==> src/rtl/chal_resp_auth_if.sv <==
`default_nettype none
// +----------------------------------------------------------------------------+
// | chal_resp_auth_if                                                          |
// | Cipher, byte-stream and status bundle of the challenge-response engine.    |
// | Revision: 1.0                                                              |
// +----------------------------------------------------------------------------+
interface chal_resp_auth_if #(
    parameter int CHAL_BYTES = 16,
    parameter int MAX_FAILS  = 3
);
    localparam int c_chal_w = 8 * CHAL_BYTES;
    localparam int c_fail_w = $clog2(MAX_FAILS + 1);

    logic [c_chal_w-1:0] rand_in;
    logic                cipher_start;
    logic [c_chal_w-1:0] cipher_pt;
    logic [c_chal_w-1:0] cipher_ct;
    logic                cipher_valid;
    logic [7:0]          tx_data;
    logic                tx_valid;
    logic                tx_ready;
    logic [7:0]          rx_data;
    logic                rx_valid;
    logic [7:0]          cmd_data;
    logic                cmd_valid;
    logic                authenticated;
    logic                locked;
    logic [c_fail_w-1:0] fail_count;

    modport master (
        input  rand_in, cipher_ct, cipher_valid, tx_ready, rx_data, rx_valid,
        output cipher_start, cipher_pt, tx_data, tx_valid, cmd_data, cmd_valid,
        output authenticated, locked, fail_count
    );

    modport slave (
        output rand_in, cipher_ct, cipher_valid, tx_ready, rx_data, rx_valid,
        input  cipher_start, cipher_pt, tx_data, tx_valid, cmd_data, cmd_valid,
        input  authenticated, locked, fail_count
    );
endinterface
`default_nettype wire

==> src/rtl/chal_resp_auth.sv <==
`default_nettype none
// +----------------------------------------------------------------------------+
// | chal_resp_auth                                                             |
// | Periodic CHAL:<hex> challenge, streaming RESP:<hex> check, command gate.   |
// | Optional feature macro: AUTH_LOCKOUT_EN (lockout after MAX_FAILS).         |
// | Revision: 1.0                                                              |
// +----------------------------------------------------------------------------+
module chal_resp_auth #(
    parameter int CHAL_BYTES     = 16,
    parameter int PERIOD_CYCLES  = 60000000,
    parameter int TIMEOUT_CYCLES = 60000000,
    parameter int MAX_FAILS      = 3,
    parameter int LOCKOUT_CYCLES = 240000000
) (
    input  wire logic        clk,
    input  wire logic        rst,
    chal_resp_auth_if.master bus
);
    localparam int c_chal_w   = 8 * CHAL_BYTES;
    localparam int c_hex_n    = 2 * CHAL_BYTES;
    localparam int c_last     = 5 + c_hex_n;
    localparam int c_idx_w    = $clog2(c_last + 1);
    localparam int c_fail_w   = $clog2(MAX_FAILS + 1);
    localparam int c_pt_max   = (PERIOD_CYCLES > TIMEOUT_CYCLES) ? PERIOD_CYCLES : TIMEOUT_CYCLES;
    localparam int c_tmr_max  = (c_pt_max > LOCKOUT_CYCLES) ? c_pt_max : LOCKOUT_CYCLES;
    localparam int c_tmr_w    = $clog2(c_tmr_max + 1);

    localparam logic [c_idx_w-1:0]  c_idx_last   = c_idx_w'(c_last);
    localparam logic [c_idx_w-1:0]  c_idx_hex    = c_idx_w'(5);
    localparam logic [c_fail_w-1:0] c_fail_max   = c_fail_w'(MAX_FAILS);
    localparam logic [c_tmr_w-1:0]  c_per_last   = c_tmr_w'(PERIOD_CYCLES - 1);
    localparam logic [c_tmr_w-1:0]  c_tmo_last   = c_tmr_w'(TIMEOUT_CYCLES - 1);
`ifdef AUTH_LOCKOUT_EN
    localparam logic [c_tmr_w-1:0]  c_lock_last  = c_tmr_w'(LOCKOUT_CYCLES - 1);
`endif

    typedef enum logic [2:0] {
        S_IDLE    = 3'd0,
        S_CIPHER  = 3'd1,
        S_SEND    = 3'd2,
        S_WAIT    = 3'd3,
        S_VERIFY  = 3'd4,
        S_LOCKOUT = 3'd5
    } state_t;

    state_t              state_q, state_d;
    logic [c_tmr_w-1:0]  timer_q, timer_d;
    logic [c_chal_w-1:0] pt_q, pt_d;
    logic [c_chal_w-1:0] exp_q, exp_d;
    logic [c_idx_w-1:0]  idx_q, idx_d;
    logic                err_q, err_d;
    logic                auth_q, auth_d;
    logic [c_fail_w-1:0] fail_q, fail_d;
    logic                start_q, start_d;
    logic                cmd_valid_q, cmd_valid_d;
    logic [7:0]          cmd_data_q, cmd_data_d;
`ifdef AUTH_LOCKOUT_EN
    logic                locked_q, locked_d;
`endif
    logic                w_consume;
    logic                w_final;
    logic                w_fail;
    logic [4:0]          w_dec;
    logic [7:0]          w_tx_data;
    logic [c_fail_w-1:0] w_fail_inc;

    // Nibble k of v counted from the most significant end.
    function automatic logic [3:0] nib_at(input logic [c_chal_w-1:0] v, input logic [c_idx_w-1:0] k);
        logic [3:0] r;
        r = '0;
        for (int n = 0; n < c_hex_n; n++) begin
            if (k == c_idx_w'(n)) r = v[c_chal_w-1-4*n -: 4];
        end
        return r;
    endfunction

    // Returns {valid, nibble}; accepts both letter cases.
    function automatic logic [4:0] hex_dec(input logic [7:0] c);
        if (c >= 8'h30 && c <= 8'h39)
            return {1'b1, c[3:0]};
        else if ((c >= 8'h41 && c <= 8'h46) || (c >= 8'h61 && c <= 8'h66))
            return {1'b1, c[3:0] + 4'd9};
        else
            return 5'd0;
    endfunction

    function automatic logic [7:0] hex_enc(input logic [3:0] n);
        return (n < 4'd10) ? {4'h3, n} : (8'h37 + {4'h0, n});
    endfunction

    function automatic logic [7:0] tx_hdr(input logic [c_idx_w-1:0] k);
        case (int'(k))
            0:       return 8'h43;
            1:       return 8'h48;
            2:       return 8'h41;
            3:       return 8'h4C;
            default: return 8'h3A;
        endcase
    endfunction

    function automatic logic [7:0] rx_hdr(input logic [c_idx_w-1:0] k);
        case (int'(k))
            1:       return 8'h45;
            2:       return 8'h53;
            3:       return 8'h50;
            default: return 8'h3A;
        endcase
    endfunction

    assign w_fail_inc = (fail_q == c_fail_max) ? fail_q : fail_q + c_fail_w'(1);

    always_comb begin
        state_d     = state_q;
        timer_d     = timer_q;
        pt_d        = pt_q;
        exp_d       = exp_q;
        idx_d       = idx_q;
        err_d       = err_q;
        auth_d      = auth_q;
        fail_d      = fail_q;
        start_d     = 1'b0;
        cmd_valid_d = 1'b0;
        cmd_data_d  = cmd_data_q;
`ifdef AUTH_LOCKOUT_EN
        locked_d    = locked_q;
`endif
        w_consume   = 1'b0;
        w_final     = 1'b0;
        w_fail      = 1'b0;
        w_dec       = hex_dec(bus.rx_data);

        case (state_q)
            S_IDLE: begin
                if (timer_q == c_per_last) begin
                    pt_d    = bus.rand_in;
                    timer_d = '0;
                    start_d = 1'b1;
                    state_d = S_CIPHER;
                end else begin
                    timer_d = timer_q + 1'b1;
                end
            end
            S_CIPHER: begin
                if (bus.cipher_valid) begin
                    exp_d   = bus.cipher_ct;
                    idx_d   = '0;
                    state_d = S_SEND;
                end
            end
            S_SEND: begin
                if (bus.tx_ready) begin
                    if (idx_q == c_idx_last) begin
                        timer_d = '0;
                        idx_d   = '0;
                        err_d   = 1'b0;
                        state_d = S_WAIT;
                    end else begin
                        idx_d = idx_q + 1'b1;
                    end
                end
            end
            S_WAIT: begin
                timer_d = timer_q + 1'b1;
                // Until an 'R' arrives the parser is idle and bytes pass through.
                if (bus.rx_valid && ((idx_q != '0) || (bus.rx_data == 8'h52))) begin
                    w_consume = 1'b1;
                    idx_d     = idx_q + 1'b1;
                    if (idx_q == c_idx_last) begin
                        w_final = 1'b1;
                        state_d = S_VERIFY;
                        if (bus.rx_data != 8'h0A) err_d = 1'b1;
                    end else if (idx_q >= c_idx_hex) begin
                        if (!w_dec[4] || (w_dec[3:0] != nib_at(exp_q, idx_q - c_idx_hex)))
                            err_d = 1'b1;
                    end else if (idx_q != '0) begin
                        if (bus.rx_data != rx_hdr(idx_q)) err_d = 1'b1;
                    end
                end
                if (!w_final && (timer_q == c_tmo_last)) w_fail = 1'b1;
            end
            S_VERIFY: begin
                if (err_q) begin
                    w_fail = 1'b1;
                end else begin
                    auth_d  = 1'b1;
                    fail_d  = '0;
                    timer_d = '0;
                    state_d = S_IDLE;
                end
            end
`ifdef AUTH_LOCKOUT_EN
            S_LOCKOUT: begin
                if (timer_q == c_lock_last) begin
                    locked_d = 1'b0;
                    fail_d   = '0;
                    timer_d  = '0;
                    state_d  = S_IDLE;
                end else begin
                    timer_d = timer_q + 1'b1;
                end
            end
`endif
            default: begin
                timer_d = '0;
                state_d = S_IDLE;
            end
        endcase

        if (w_fail) begin
            auth_d  = 1'b0;
            fail_d  = w_fail_inc;
            timer_d = '0;
            state_d = S_IDLE;
`ifdef AUTH_LOCKOUT_EN
            if (w_fail_inc == c_fail_max) begin
                state_d  = S_LOCKOUT;
                locked_d = 1'b1;
            end
`endif
        end

        if (bus.rx_valid && auth_q && !w_consume) begin
            cmd_valid_d = 1'b1;
            cmd_data_d  = bus.rx_data;
        end
    end

    always_comb begin
        w_tx_data = 8'h00;
        if (state_q == S_SEND) begin
            if (idx_q < c_idx_hex)
                w_tx_data = tx_hdr(idx_q);
            else if (idx_q == c_idx_last)
                w_tx_data = 8'h0A;
            else
                w_tx_data = hex_enc(nib_at(pt_q, idx_q - c_idx_hex));
        end
    end

    always_ff @(posedge clk) begin
        if (rst) begin
            state_q     <= S_IDLE;
            timer_q     <= '0;
            pt_q        <= '0;
            exp_q       <= '0;
            idx_q       <= '0;
            err_q       <= 1'b0;
            auth_q      <= 1'b0;
            fail_q      <= '0;
            start_q     <= 1'b0;
            cmd_valid_q <= 1'b0;
            cmd_data_q  <= 8'h00;
`ifdef AUTH_LOCKOUT_EN
            locked_q    <= 1'b0;
`endif
        end else begin
            state_q     <= state_d;
            timer_q     <= timer_d;
            pt_q        <= pt_d;
            exp_q       <= exp_d;
            idx_q       <= idx_d;
            err_q       <= err_d;
            auth_q      <= auth_d;
            fail_q      <= fail_d;
            start_q     <= start_d;
            cmd_valid_q <= cmd_valid_d;
            cmd_data_q  <= cmd_data_d;
`ifdef AUTH_LOCKOUT_EN
            locked_q    <= locked_d;
`endif
        end
    end

    assign bus.cipher_start  = start_q;
    assign bus.cipher_pt     = pt_q;
    assign bus.tx_valid      = (state_q == S_SEND);
    assign bus.tx_data       = w_tx_data;
    assign bus.cmd_valid     = cmd_valid_q;
    assign bus.cmd_data      = cmd_data_q;
    assign bus.authenticated = auth_q;
    assign bus.fail_count    = fail_q;
`ifdef AUTH_LOCKOUT_EN
    assign bus.locked        = locked_q;
`else
    assign bus.locked        = 1'b0;
`endif
endmodule
`default_nettype wire

==> src/flat_wrapper.sv <==
// flat-port wrapper written by rule: the top's interface ports become plain ports
module chal_resp_auth_flat 
#(
    parameter int CHAL_BYTES     = 16,
    parameter int PERIOD_CYCLES  = 60000000,
    parameter int TIMEOUT_CYCLES = 60000000,
    parameter int MAX_FAILS      = 3,
    parameter int LOCKOUT_CYCLES = 240000000
)
  (clk, rst, bus_rand_in, bus_cipher_ct, bus_cipher_valid, bus_tx_ready, bus_rx_data, bus_rx_valid, bus_cipher_start, bus_cipher_pt, bus_tx_data, bus_tx_valid, bus_cmd_data, bus_cmd_valid, bus_authenticated, bus_locked, bus_fail_count);
  chal_resp_auth_if #(.CHAL_BYTES(CHAL_BYTES), .MAX_FAILS(MAX_FAILS)) bus_i ();
  input  wire logic clk;
  input  wire logic rst;
  input wire logic [$bits(bus_i.rand_in)-1:0] bus_rand_in;
  input wire logic [$bits(bus_i.cipher_ct)-1:0] bus_cipher_ct;
  input wire logic [$bits(bus_i.cipher_valid)-1:0] bus_cipher_valid;
  input wire logic [$bits(bus_i.tx_ready)-1:0] bus_tx_ready;
  input wire logic [$bits(bus_i.rx_data)-1:0] bus_rx_data;
  input wire logic [$bits(bus_i.rx_valid)-1:0] bus_rx_valid;
  output wire logic [$bits(bus_i.cipher_start)-1:0] bus_cipher_start;
  output wire logic [$bits(bus_i.cipher_pt)-1:0] bus_cipher_pt;
  output wire logic [$bits(bus_i.tx_data)-1:0] bus_tx_data;
  output wire logic [$bits(bus_i.tx_valid)-1:0] bus_tx_valid;
  output wire logic [$bits(bus_i.cmd_data)-1:0] bus_cmd_data;
  output wire logic [$bits(bus_i.cmd_valid)-1:0] bus_cmd_valid;
  output wire logic [$bits(bus_i.authenticated)-1:0] bus_authenticated;
  output wire logic [$bits(bus_i.locked)-1:0] bus_locked;
  output wire logic [$bits(bus_i.fail_count)-1:0] bus_fail_count;
  assign bus_i.rand_in = bus_rand_in;
  assign bus_i.cipher_ct = bus_cipher_ct;
  assign bus_i.cipher_valid = bus_cipher_valid;
  assign bus_i.tx_ready = bus_tx_ready;
  assign bus_i.rx_data = bus_rx_data;
  assign bus_i.rx_valid = bus_rx_valid;
  assign bus_cipher_start = bus_i.cipher_start;
  assign bus_cipher_pt = bus_i.cipher_pt;
  assign bus_tx_data = bus_i.tx_data;
  assign bus_tx_valid = bus_i.tx_valid;
  assign bus_cmd_data = bus_i.cmd_data;
  assign bus_cmd_valid = bus_i.cmd_valid;
  assign bus_authenticated = bus_i.authenticated;
  assign bus_locked = bus_i.locked;
  assign bus_fail_count = bus_i.fail_count;
  chal_resp_auth #(.CHAL_BYTES(CHAL_BYTES), .PERIOD_CYCLES(PERIOD_CYCLES), .TIMEOUT_CYCLES(TIMEOUT_CYCLES), .MAX_FAILS(MAX_FAILS), .LOCKOUT_CYCLES(LOCKOUT_CYCLES)) u_core (.clk(clk), .rst(rst), .bus(bus_i));
endmodule
==> config.mk <==
export PLATFORM = sky130hd
export DESIGN_NAME = chal_resp_auth_flat
export DESIGN_NICKNAME = d
export VERILOG_FILES = /design/src/rtl/chal_resp_auth_if.sv /design/src/rtl/chal_resp_auth.sv /design/src/flat_wrapper.sv
export SDC_FILE = /design/constraint.sdc
export NUM_CORES = 1
export LEC_CHECK = 0
export CAP_MARGIN = 20
export CORE_MARGIN = 1.5
export CORE_UTILIZATION = 42
export CTS_CLUSTER_DIAMETER = 60
export DETAILED_ROUTE_END_ITERATION = 8
export PLACE_DENSITY = 0.74
export SLEW_MARGIN = 20
export SYNTH_ARGS = -nofsm -noshare
export SYNTH_HDL_FRONTEND = slang
export SYNTH_SLANG_ARGS = --single-unit
export TNS_END_PERCENT = 20
==> constraint.sdc <==
create_clock -name clk -period 5.22 [get_ports clk]
set_clock_uncertainty 0.15 [all_clocks]
set_input_delay 1.305 -clock clk [delete_from_list [all_inputs] [get_ports clk]]
set_output_delay 1.305 -clock clk [all_outputs]
set_load 0.05 [all_outputs]
==> flow_metrics.py, run 1 <==
metrics = {
    "logic_synthesis": {
        "avgSynthCellArea_sq_um": 7.30,
        "synth_warnings": 0,
        "ys_seq_area_share_pct": 39.3,
        "synth_cell_types": 92,
        "ys.flop_type": "dfxtp_1",
        "synth_edf_count": 0,
        "ys_ff_latch": 307,
        "synthesis.area_sq_um": 15600,
        "async_flop_share_pct": 0,
        "postSynthCellCount": 2142,
    },
    "routing": {
        "dr.pass1.iters": 7,
        "viasPerCell": 5.66,
        "wirelength_microns": 62600,
        "drt-initial-drc-count": 1409,
        "wl_per_cell_microns": 19.9,
        "ant_nets": 0,
        "vias": 17800,
        "drcViolationCount": 0,
    },
    "timing": {
        "rsz0062_at_grt": "yes",
        "slew_headroom_pct": 35.7,
        "fin_setup_tns_ns": -3.08,
        "tightest_slew_ns": 0.963,
        "drv_slew": 0,
        "timing.final.crit_share_pct": 111,
        "setup_viol": 7,
        "finalHoldViolations": 0,
        "max_freq_mhz": 173,
        "fin_ws_ns": -0.561,
        "hold-worst-slack_ns": 0.306,
        "fin_crit_ns": 5.78,
    },
    "floorplanning": {
        "start_util_pct": 42.7,
        "core_sq_um": 36600,
        "rows": 70,
        "die_height_microns": 196,
        "ioPinCount": 420,
        "dieWidth_microns": 196,
        "die-area_sq_um": 38400,
    },
    "clocking": {
        "cts_tree": "done",
        "clock_latency_ns": 0.53,
        "h-tree-depth": 2,
        "clk_pin_slew_worst_paths_ns": 0.06,
        "cts-buffers-inserted": 34,
        "clock-sinks": 307,
        "holdBufCountCts": 0,
        "cts-root-buf": "clkbuf_16",
        "clock_path_buffers": 3,
    },
    "global_routing": {
        "antenna_found_initial": 0,
        "grt_pass1_wl_microns": 96000,
        "grt_usage_pct": 31.4,
        "grt_start_max_net_pins": 168,
        "gr-total-overflow": 0,
        "first_global_vias": 17100,
    },
    "placed_design": {
        "hpwl_microns": 48200,
        "port_buffers": 417,
        "place_congestion": 0.971,
    },
    "setup_path": {
        "endpoint_kind": "primary output",
        "start_kind": "register",
        "arrival_ns": 4.33,
        "critPathMaxFanout": 7,
        "critPathLaunch": "u_core.idx_q[0]",
        "timing.rr.start": "u_core.idx_q[0]",
        "critPathKind": "register to primary output",
        "critical_path_required_ns": 3.76,
    },
    "run": {
        "maxCapViolations": 0,
    },
    "final_layout": {
        "fin_util_pct": 62.9,
        "fin_nets": 2937,
        "drive_gt1_share_pct": 13.6,
        "diodes": 0,
        "fill_cells": 3218,
        "area_delta_synth_final_pct": 47.2,
    },
    "worst_hold_path": {
        "hold_class": "register to register",
        "holdCritStartpoint": "u_core.exp_q[32]",
    },
    "pwr": {
        "ir_drop_mv": 0.181,
        "power_density_nw_per_um2": 219,
        "p_leak_nw": 8.07,
    },
    "run_status": {
        "outcome": "complete, but fails checks",
        "violations": "negative setup slack",
    },
}
[state kept, by name, indices dropped and copies added (netlist names)]
register and cells:
u_core.bus.authenticated 1, u_core.bus.cipher_pt 128, u_core.bus.cipher_start 1, u_core.bus.cmd_data 8, u_core.bus.cmd_valid 1, u_core.bus.fail_count 2
u_core.err_q 1, u_core.exp_q 128, u_core.idx_q 6, u_core.state_q 3, u_core.timer_q 28
[cells in the final DEF, fill, tap and decap left out, drive strengths merged, types with 12 or more instances in the layout]
cell type / synthesis / layout
buf: 26 / 221
and3: 27 / 27
nand2: 624 / 624
o211ai: 20 / 20
a31oi: 13 / 13
nor2: 132 / 132
nand4: 20 / 20
a21oi: 337 / 337
or3: 14 / 14
o21a: 12 / 12
a211oi: 21 / 21
o31ai: 12 / 12
nand3b: 14 / 14
dfxtp: 307 / 307
nor2b: 13 / 13
xor2: 22 / 22
nor3: 30 / 30
ha: 14 / 14
mux2i: 21 / 21
clkdlybuf4s50: 0 / 409
nand3: 46 / 46
xnor2: 12 / 12
a2111oi: 19 / 19
inv: 15 / 15
o21ai: 60 / 60
o22ai: 22 / 22
clkbuf: 130 / 51
o32ai: 12 / 12
[synthesized netlist by cell type (5+ instances only)]
cell type / n / area share [%]
ha_1: 14 / 1.1
o221ai_1: 6 / 0.34
a221oi_1: 11 / 0.62
and2_1: 7 / 0.28
a211oi_1: 19 / 0.91
a21oi_1: 336 / 11
a21o_1: 5 / 0.24
clkbuf_1: 130 / 3.1
and3_1: 27 / 1.1
o2111ai_1: 7 / 0.39
mux2i_1: 21 / 1.3
o211ai_1: 17 / 0.82
nor4_1: 10 / 0.40
nor3_1: 27 / 0.86
inv_1: 15 / 0.36
nand2_1: 624 / 15
nor2_1: 131 / 3.1
xnor2_1: 11 / 0.62
a31oi_1: 13 / 0.52
o32ai_1: 11 / 0.62
o22ai_1: 22 / 0.88
nor3b_1: 6 / 0.29
or3_1: 13 / 0.52
nand3b_1: 14 / 0.67
o21ai_0: 56 / 1.8
a22oi_1: 10 / 0.48
buf_1: 6 / 0.14
o21a_1: 12 / 0.58
o31ai_1: 10 / 0.48
dfxtp_1: 307 / 39
buf_2: 14 / 0.45
a221o_1: 5 / 0.32
nand4_1: 20 / 0.80
a2111oi_0: 12 / 0.67
nand3_1: 46 / 1.5
nor2b_1: 13 / 0.52
xor2_1: 22 / 1.2
nand2b_1: 11 / 0.44
[worst max-delay path: stages (launching register included)]
cell and delay [ns]:
dfxtp_2 0.33, buf_4 0.16, o21a_1 0.19, o32a_1 0.40, or4_4 0.54, o32a_1 0.19
nand4_1 0.13, a211oi_2 0.11, o21ai_2 0.17, a21boi_1 0.09, or3_4 0.39, ha_2 0.20
nor2b_1 0.14, or4_4 0.43, a31oi_4 0.17, buf_12 0.16
[final cells by class]
cell class / count / area, sq um / area share, %
Clock buffer: 50 / 1060 / 4.62
Clock inverter: 9 / 75.1 / 0.326
Inverter: 16 / 63.8 / 0.277
Multi-Input combinational cell: 1664 / 9140 / 39.7
Sequential cell: 307 / 6150 / 26.7
Tap cell: 468 / 586 / 2.54
Timing Repair Buffer: 631 / 5950 / 25.8
[repair_timing]
action | in CTS | in global routing
pin swaps | 11 | 11
gates resized for setup | 38 | 12
setup buffers | 1 | 4
setup endpoints to repair | 7 | 7
cloned | 0 | 0
[cell families after synthesis]
logic type,after synthesis,synth area share [%]
AND/OR/NAND/NOR,977,27.0
AO/OA/AOI/OAI,615,24.7
flip-flops,307,39.3
buffers and inverters,172,4.43
XOR/XNOR,34,1.95
multiplexers,22,1.42
adder cells (fa/ha/maj),14,1.12
other,1,0.0240
[stage by stage]
| step | setup WS, ns | std cells | power, W | instance area, sq um |
|---|---|---|---|---|
| 3_3_place_gp | -0.290 | 3082 | 0.00268 | 21600 |
| 6_report | -0.561 | 3145 | 0.00504 | 23000 |
| 4_1_cts | -0.631 | 3142 | 0.00508 | 22900 |
| 5_1_grt | -0.706 | 3145 | 0.00520 | 23000 |
| 3_5_place_dp | -0.302 | 3082 | 0.00269 | 21600 |
| 2_1_floorplan | -0.00434 | 2143 | 0.00246 | 15700 |
[final timing paths]
path | end | slack, ns | cells after the start
worst max-delay path | bus_tx_data[2] | -0.56 | 15
worst min-delay path | u_core.exp_q[32] | 0.31 | 2
worst min register to register | u_core.exp_q[32] | 0.31 | 2
worst max register to register | u_core.err_q | 0.87 | 13
[routing by layer]
metal	routed length [microns]	track usage, %	share of wire (%)
met5	0	0	0
met1	26400	40.7	42
met4	1850	10.3	3.0
met3	4370	4.35	7.0
met2	29900	53.7	48
[where the power goes]
group / switching (W) / internal [W]
Clock: 0.000947 / 0.00146
Combinational: 0.0000956 / 0.000195
Sequential: 0.00000193 / 0.00234
(Power assumes the default switching activity.)
==> run 2: changes to the inputs <==
--- a/config.mk
+++ b/config.mk
@@ -8,6 +8,7 @@
 export CAP_MARGIN = 20
 export CORE_MARGIN = 1.5
 export CORE_UTILIZATION = 42
+export CTS_BUF_LIST = sky130_fd_sc_hd__clkbuf_16
 export CTS_CLUSTER_DIAMETER = 60
 export DETAILED_ROUTE_END_ITERATION = 8
 export PLACE_DENSITY = 0.74
==> run 2 against run 1 <==
Against the previous run: the run still ends with negative setup slack left; register-to-register slack got worse by 0.02 ns; global-route usage hardly changed; combinational power barely moved; via count down 0.24%; die area unchanged; clock power decreased by 6%; sequential share of layout area increased by 0.076 points; first-iteration DRC count increased by 3.5%; total power down 2.9%; critical path type unchanged.
==> flow_metrics.py, run 2 (same netlist as run 1, synthesis figures left out) <==
metrics = {
    "run": {
        "maxCapViolations": 0,
    },
    "floorplanning": {
        "core_sq_um": 36600,
        "ioPinCount": 420,
        "start_util_pct": 42.7,
        "die_height_microns": 196,
        "die-area_sq_um": 38400,
        "rows": 70,
        "dieWidth_microns": 196,
    },
    "clocking": {
        "clock_path_buffers": 3,
        "holdBufCountCts": 0,
        "h-tree-depth": 2,
        "cts-root-buf": "clkbuf_16",
        "cts-buffers-inserted": 34,
        "cts_tree": "done",
        "clock-sinks": 307,
        "clk_pin_slew_worst_paths_ns": 0.06,
        "clock_latency_ns": 0.53,
    },
    "setup_path": {
        "endpoint_kind": "primary output",
        "max_stage_delay_ns": 0.54,
        "critPathMaxFanout": 7,
        "critical_path_required_ns": 3.76,
        "start_kind": "register",
        "critPathKind": "register to primary output",
        "path_cells": "buf_4 -> o21a_1 -> o32a_1 -> or4_4 -> o32a_1 -> nand4_1 -> a211oi_2 -> o21ai_2 -> a21boi_1 -> or3_4 -> ha_2 -> nor2b_1 -> or4_4 -> a31oi_4 -> buf_12",
        "arrival_ns": 4.33,
        "critical_path.slowest_cell": "or4_4",
        "path_buf_inv": 2,
        "critPathTopFamily": "simple AND/OR/NAND/NOR gates",
    },
    "final_layout": {
        "diodes": 0,
        "area_delta_synth_final_pct": 46.8,
        "drive_gt1_share_pct": 13.4,
        "mostFrequentLayoutCells": "nand2_1, clkdlybuf4s50_1, a21oi_1",
        "fin_nets": 2938,
        "fin_util_pct": 62.7,
        "layout_commonest_cell": "nand2_1",
    },
    "global_routing": {
        "grt_start_max_net_pins": 168,
        "antenna_found_initial": 0,
        "grt_pass1_wl_microns": 95800,
        "first_global_vias": 17100,
        "gr-total-overflow": 0,
        "grt_usage_pct": 31.3,
    },
    "pwr": {
        "power_density_nw_per_um2": 213,
        "p_leak_nw": 8.05,
        "ir_drop_mv": 0.182,
    },
    "placed_design": {
        "place_congestion": 0.971,
        "hpwl_microns": 48200,
        "port_buffers": 417,
    },
    "routing": {
        "dr.pass1.iters": 8,
        "viasPerCell": 5.64,
        "vias": 17700,
        "ant_nets": 0,
        "wirelength_microns": 62500,
        "wl_per_cell_microns": 19.9,
        "drt-initial-drc-count": 1459,
        "drcViolationCount": 0,
    },
    "timing": {
        "slew_headroom_pct": 35.4,
        "rsz0062_at_grt": "yes",
        "tightest_slew_ns": 0.966,
        "fin_setup_tns_ns": -3.21,
        "fin_ws_ns": -0.560,
        "fin_crit_ns": 5.78,
        "finalHoldViolations": 0,
        "drv_slew": 0,
        "timing.final.crit_share_pct": 111,
        "setup_viol": 7,
        "max_freq_mhz": 173,
    },
    "run_status": {
        "outcome": "complete, but fails checks",
        "violations": "negative setup slack",
    },
    "worst_hold_path": {
        "hold_class": "register to register",
    },
}
-- run 2: worst min-delay path, stage by stage, from the launching register on --
cell     delay [ns]
dfxtp_1        0.31
nand2_1        0.05
a21oi_1        0.05
-- run 2: stage by stage --
| step | instances | hold slack [ns] | setup slack [ns] | area (sq um) | total power, W |
|---|---|---|---|---|---|
| finish | 3146 | 0.306 | -0.560 | 23000 | 0.00490 |
| global placement | 3082 | 0.294 | -0.290 | 21600 | 0.00268 |
| detailed placement | 3082 | 0.296 | -0.302 | 21600 | 0.00269 |
| floorplan | 2143 | 0.281 | -0.00434 | 15700 | 0.00246 |
| CTS | 3142 | 0.307 | -0.631 | 22800 | 0.00494 |
| global route | 3146 | 0.326 | -0.706 | 23000 | 0.00505 |
-- run 2: what timing repair did --
action	4_1_cts	5_1_grt
setup endpoints to repair	7	7
resized for setup	37	13
gates cloned	0	0
buffers inserted	1	5
pin swaps	11	12
hold endpoints to repair	0	0
-- run 2: final timing paths --
check	startpoint	endpoint	slack [ns]	depth (start not counted)
hold / removal	u_core.exp_q[32]	u_core.exp_q[32]	0.31	2
hold reg to reg	u_core.exp_q[32]	u_core.exp_q[32]	0.31	2
setup reg to reg	u_core.idx_q[0]	u_core.err_q	0.85	13
setup / recovery	u_core.idx_q[0]	bus_tx_data[2]	-0.56	15
-- run 2: power by group --
part | internal, W | total [W] | switching (W)
Sequential | 0.00234 | 0.00235 | 0.00000196
Clock | 0.00132 | 0.00226 | 0.000944
Combinational | 0.000195 | 0.000290 | 0.0000953
Total | 0.00386 | 0.00490 | 0.00104
-- run 2: layout make-up --
class | count | area [sq um]
Clock inverter | 22 | 124
Sequential cell | 307 | 6150
Inverter | 16 | 63.8
Timing Repair Buffer | 632 | 5970
Clock buffer | 37 | 926
Multi-Input combinational cell | 1664 | 9140
Tap cell | 468 | 586
Fill cell | 3231 | 13600
-- run 2: routing by layer --
layer | track usage (%) | vias up | wire [microns]
met5 | 0 | - | 0
met4 | 10.3 | 0 | 1890
met3 | 4.35 | 118 | 4210
met2 | 53.6 | 784 | 29800
met1 | 40.6 | 8308 | 26600
li1 | - | 8532 | -
==> variant 1, RTL diff (flow settings as in run 2) <==
`TIMEOUT_CYCLES` is set to 60000000 in 2 places; all go to 15000000.
--- a/src/rtl/chal_resp_auth.sv
+++ b/src/rtl/chal_resp_auth.sv
@@ -9,5 +9,5 @@
     parameter int CHAL_BYTES     = 16,
     parameter int PERIOD_CYCLES  = 60000000,
-    parameter int TIMEOUT_CYCLES = 60000000,
+    parameter int TIMEOUT_CYCLES = 15000000,
     parameter int MAX_FAILS      = 3,
     parameter int LOCKOUT_CYCLES = 240000000
--- a/src/flat_wrapper.sv
+++ b/src/flat_wrapper.sv
@@ -4,5 +4,5 @@
     parameter int CHAL_BYTES     = 16,
     parameter int PERIOD_CYCLES  = 60000000,
-    parameter int TIMEOUT_CYCLES = 60000000,
+    parameter int TIMEOUT_CYCLES = 15000000,
     parameter int MAX_FAILS      = 3,
     parameter int LOCKOUT_CYCLES = 240000000
Formal check against the unedited RTL: no difference found for any inputs over 10 cycles, from zero or initial values and one cycle with rst high; that may be too few to reach the edited logic, so the function may still have changed.
==> variant 1 against run 2 <==
The run still ends with negative setup slack left. Via count is 2.6% higher. First-iteration DRC count is 6.4% higher. Power hardly changed. Synthesized area is 0.66% higher. Sequential cell count stayed put. Cell area is 0.27% lower. Synthesized cell count is 0.23% higher. Wire length is 7.8% higher. Setup slack better by 350 ps. Register-to-register slack worse by 110 ps. Largest cell class unchanged.
==> variant 1: results (changes against run 2) <==
* Synth top cells by count: nand2_1 (620), a21oi_1 (334), dfxtp_1 (307) (was nand2_1 (624), a21oi_1 (336), dfxtp_1 (307))
* Max IR drop VDD at 174 uV (was 182 uV)
* Post-CTS Setup Inserts at 41 (was 1)
* Final worst slack at -211 ps (was -560 ps)
* Worst-skew pair later-pin latency at 530 ps (about the same)
* Maximum net fanout on the critical path at 8 (was 7)
* Final nets at 2896 (was 2938)
* GR Layer Usage met1 at 0.448 (was 0.406)
* Status: complete, but fails checks (unchanged)
* Met2 Use GR at 0.556 (was 0.536)
* GRT Overall Usage at 0.336 (was 0.313)
* Filler cells at 3363 (was 3231)
* Failing checks: negative setup slack (unchanged)
* Area contributors post-synth: dfxtp_1 (39%), nand2_1 (15%), a21oi_1 (11%) (unchanged)
* Final setup viols at 7 (unchanged)
* Dpl ws at -79.4 ps (was -302 ps)
* Cts repair resizes at 106 (was 37)
* Htree depth at 2 (unchanged)
* Final RePlAce weighted congestion at 1.00 (was 0.971)
* WL final at 67.4 mm (was 62.5 mm)
* Clock transition at path regs at 60 ps (about the same)
* Vias in the first global route at 17.5k (was 17.1k)
* Synth unique cells at 100 (was 92)
* M3 GR Usage at 0.0631 (was 0.0435)
* Largest net degree at the start of global routing at 146 (was 168)
* Vias per inst at 5.87 (was 5.64)
* Worst Path Arrival at 3980 ps (was 4330 ps)
* Iteration-0 DRC Markers at 1553 (was 1459)
* Post-DP HPWL at 50.7 mm (was 48.2 mm)
* Least-Margin Pin Slew at 1040 ps (was 966 ps)
* Leakage at 7.80 nW (was 8.05 nW)
* Seq/Total Area, Yosys at 0.390 (was 0.393)
* Layout cells sized above 1 at 0.131 (was 0.134)
* Drt pass-1 iters at 6 (was 8)
* First-pass GRT wire length at 102 mm (was 95.8 mm)
-- variant 1: cell count changes in the layout (fill, tap and decap cells not counted), moves of 7 or more --
cell	run 2	this run
a31oi_1	10	21
and3_1	26	15
buf_4	204	144
buf_6	3	16
inv_1	17	31
nand2b_1	10	17
nand3b_1	14	5
nor2_1	127	103
nor2b_1	13	6
o2111ai_2	0	10
o21ai_1	3	11
o22ai_1	22	15
o31ai_1	10	3
-- variant 1: path summary, 6_finish.rpt --
kind | startpoint | to | slack (ps) | depth (start not counted)
min reg2reg | u_core.exp_q[125] | u_core.exp_q[125] | 310 | 2
max reg2reg | u_core.idx_q[0] | u_core.err_q | 740 | 14
min | u_core.exp_q[125] | u_core.exp_q[125] | 310 | 2
max | u_core.idx_q[0] | bus_tx_data[1] | -210 | 17
-- variant 1: worst max-delay path, cell delays in order (launching register included) --
cell	delay [ps]
dfxtp_2	340
inv_2	90
ha_4	180
and2b_4	230
o21a_1	230
buf_6	160
a2111oi_4	420
buf_12	170
a21oi_2	60
o221ai_2	110
o21ai_1	130
o21ai_2	260
a21o_1	190
ha_2	280
mux2i_1	150
nand2_1	90
a21oi_2	190
buf_12	160
-- variant 1: cells by family (layout without fill, tap and decap cells) --
kind of cell | count (synthesis) | count (layout) | synth area share
xor gates and xnor gates | 37 | 37 | 0.0206
muxes | 17 | 17 | 0.0108
other | 1 | 2 | 0.000238
AOI/OAI and AO/OA | 642 | 642 | 0.260
adders and majority gates | 14 | 14 | 0.0111
and+or+nand+nor | 943 | 943 | 0.258
buffers and inverters | 186 | 672 | 0.0483
DFF | 307 | 307 | 0.390
-- variant 1: layer usage --
metal	wire, um	vias up
li1	-	8494
met1	28900	8739
met2	31400	844
met3	5340	127
met4	1810	0
met5	0	-
-- variant 1: layout make-up --
class | instances | area (um^2) | area share
Clock buffer | 35 | 876 | 0.0382
Tap cell | 468 | 586 | 0.0256
Inverter | 27 | 106 | 0.00464
Multi-Input combinational cell | 1655 | 9320 | 0.407
Sequential cell | 307 | 6150 | 0.269
Clock inverter | 22 | 151 | 0.00661
Timing Repair Buffer | 588 | 5710 | 0.249
-- variant 1: power by group --
part	internal [W]	leakage (nW)	switching (W)	total [W]
logic	0.000190	4.79	0.0000908	0.000281
clock network	0.00131	0.538	0.000962	0.00227
registers	0.00234	2.47	0.00000209	0.00235
-- variant 1: per-stage QoR --
| step | area (um^2) | setup TNS [ps] | hold WS [ps] | instances |
|---|---|---|---|---|
| 4_1_cts | 22800 | -705 | 305 | 3097 |
| 3_5_place_dp | 21000 | -387 | 298 | 3000 |
| 3_3_place_gp | 21000 | -17.9 | 292 | 3000 |
| 5_1_grt | 22900 | -2150 | 324 | 3102 |
| 2_1_floorplan | 15800 | -54.6 | 282 | 2148 |
| 6_report | 22900 | -1130 | 307 | 3102 |
==> variant 2, RTL diff (config.mk and constraints of run 2) <==
Made on the original files. `pt_q` no longer has a reset.
--- a/src/rtl/chal_resp_auth.sv
+++ b/src/rtl/chal_resp_auth.sv
@@ -242,5 +242,4 @@
             state_q     <= S_IDLE;
             timer_q     <= '0;
-            pt_q        <= '0;
             exp_q       <= '0;
             idx_q       <= '0;
@@ -257,5 +256,4 @@
             state_q     <= state_d;
             timer_q     <= timer_d;
-            pt_q        <= pt_d;
             exp_q       <= exp_d;
             idx_q       <= idx_d;
@@ -272,4 +270,8 @@
     end
 
+    always_ff @(posedge clk) begin
+        pt_q <= pt_d;
+    end
+
     assign bus.cipher_start  = start_q;
     assign bus.cipher_pt     = pt_q;
Formal check against the unedited RTL: same outputs for any inputs over 10 cycles, from zero or initial values and one cycle with rst high; that may be too few to reach the edited logic, so the function may still have changed.
==> variant 2 against run 2 <==
The flow still finishes with violations (negative setup slack). Synthesized area shrank 3.9%. Sequential cell count is the same. Power grew 5.2%. Cell area shrank 0.23%. Wire length shrank 2.3%. Setup slack gained 9.5 ps. Sequential share of layout area grew 5.7 points. Die area shrank 3.8%. Register-to-register slack lost 340 ps. Clock power grew 6%.
==> variant 2: results (changes against run 2) <==
* Status: complete, but fails checks (unchanged)
* Failing checks: negative setup slack (unchanged)
* Synth unique cells at 89 (was 92)
* Post-synth EDFFs at 128 (was 0)
* First-pass GRT wire length at 90.5 mm (was 95.8 mm)
* Final worst slack at -551 ps (was -560 ps)
* Drt pass-1 iters at 5 (was 8)
* Area contributors post-synth: edfxtp_1 (26%), dfxtp_1 (24%), nand2_1 (9.1%) (was dfxtp_1 (39%), nand2_1 (15%), a21oi_1 (11%))
* Inst Count DP at 2674 (was 3082)
* Final nets at 2555 (was 2938)
* R2R Setup Slk at 510 ps (was 850 ps)
* Max IR drop VDD at 278 uV (was 182 uV)
* GRT Overall Usage at 0.323 (was 0.313)
* CP endpoint: bus_tx_data[1] (was bus_tx_data[2])
* Worst Path Arrival at 4320 ps (was 4330 ps)
* Final setup viols at 7 (unchanged)
* Dpl ws at -577 ps (was -302 ps)
* R2R cell count at 17 (was 13)
* Worst flop-to-flop path startpoint: u_core.idx_q[3] (was u_core.idx_q[0])
* Initial antenna violation count at 1 (was 0)
* Hold Path Origin: u_core.exp_q[23] (was u_core.exp_q[32])
* Placed cell areas at 21100 um^2 (was 21600 um^2)
* Relative slew margins at 0.340 (was 0.354)
* Hold Path End: u_core.exp_q[23] (was u_core.exp_q[32])
* Maximum net fanout on the critical path at 11 (was 7)
* Finished Layout Cells at 2761 (was 3146)
* Family with the most delay on the worst path: compound AO/OA/AOI/OAI gates (was simple AND/OR/NAND/NOR gates)
* Layout cells sized above 1 at 0.169 (was 0.134)
* Routed vias at 15.8k (was 17.7k)
* Leakage at 7.96 nW (was 8.05 nW)
* Largest net degree at the start of global routing at 80 (was 168)
* Routed len/inst at 22.1 um (was 19.9 um)
* Avg Cell Area, Syn at 8.84 um^2 (was 7.30 um^2)
* Post-DP HPWL at 47.5 mm (was 48.2 mm)
* TritonCTS Buffers at 36 (was 34)
variant 2: changes by cell type after synthesis, sizes merged, moves of 8 or more:
cell    before  now
o22ai       22   11
mux2i       21   13
and3        27   15
dfxtp      307  179
clkbuf     130   87
a31oi       13   21
edfxtp       0  128
nand2      624  365
nand3b      14    4
nor2       132  116
a21oi      337  205
o21ai       60   86
variant 2: cell families (layout without fill, tap and decap cells):
logic type / after synthesis / in the layout / share of synthesized area
and+or+nand+nor: 693 / 693 / 0.208
DFF: 307 / 307 / 0.494
muxes: 15 / 15 / 0.0101
xor gates and xnor gates: 29 / 29 / 0.0169
AOI/OAI and AO/OA: 509 / 509 / 0.223
buffers and inverters: 133 / 731 / 0.0364
other: 1 / 2 / 0.000249
adders and majority gates: 14 / 14 / 0.0116
variant 2: metrics by stage:
step	hold slack [ps]	util
final	304	0.647
after global routing	323	0.647
after CTS	302	0.641
after detailed placement	294	0.597
after global placement	290	0.597
after floorplan	281	-
variant 2: area by class of cell:
cell class              instances  area (um^2)
clock buffers                  38          951
clock inverters                28          163
fillers                      2963        12500
inverters                      19         71.3
multi-input cells            1262         7610
flip-flops and latches        307         7430
well taps                     461          577
repair buffers                646         6110
variant 2: metal layers:
layer,share of wire,track usage
met5,0.00020,0
met3,0.085,0.0693
met4,0.031,0.117
met2,0.47,0.524
met1,0.42,0.424
variant 2: worst register-to-register path: cells and delay by family (launching register included):
kind                   cells  cell delay, ps
flip-flops                 1             370
AND/OR/NAND/NOR            4            1080
AO/OA/AOI/OAI              8            2170
buffers and inverters      5             840
variant 2: timing repair:
item	CTS	global route
pin swaps	23	17
setup buffers	13	8
cloned	0	0
setup endpoints to repair	7	7
gates resized for setup	77	36
variant 2: power breakdown:
part	switching (W)	internal [W]
Sequential	0.00000176	0.00250
Clock	0.00102	0.00137
Combinational	0.0000759	0.000189
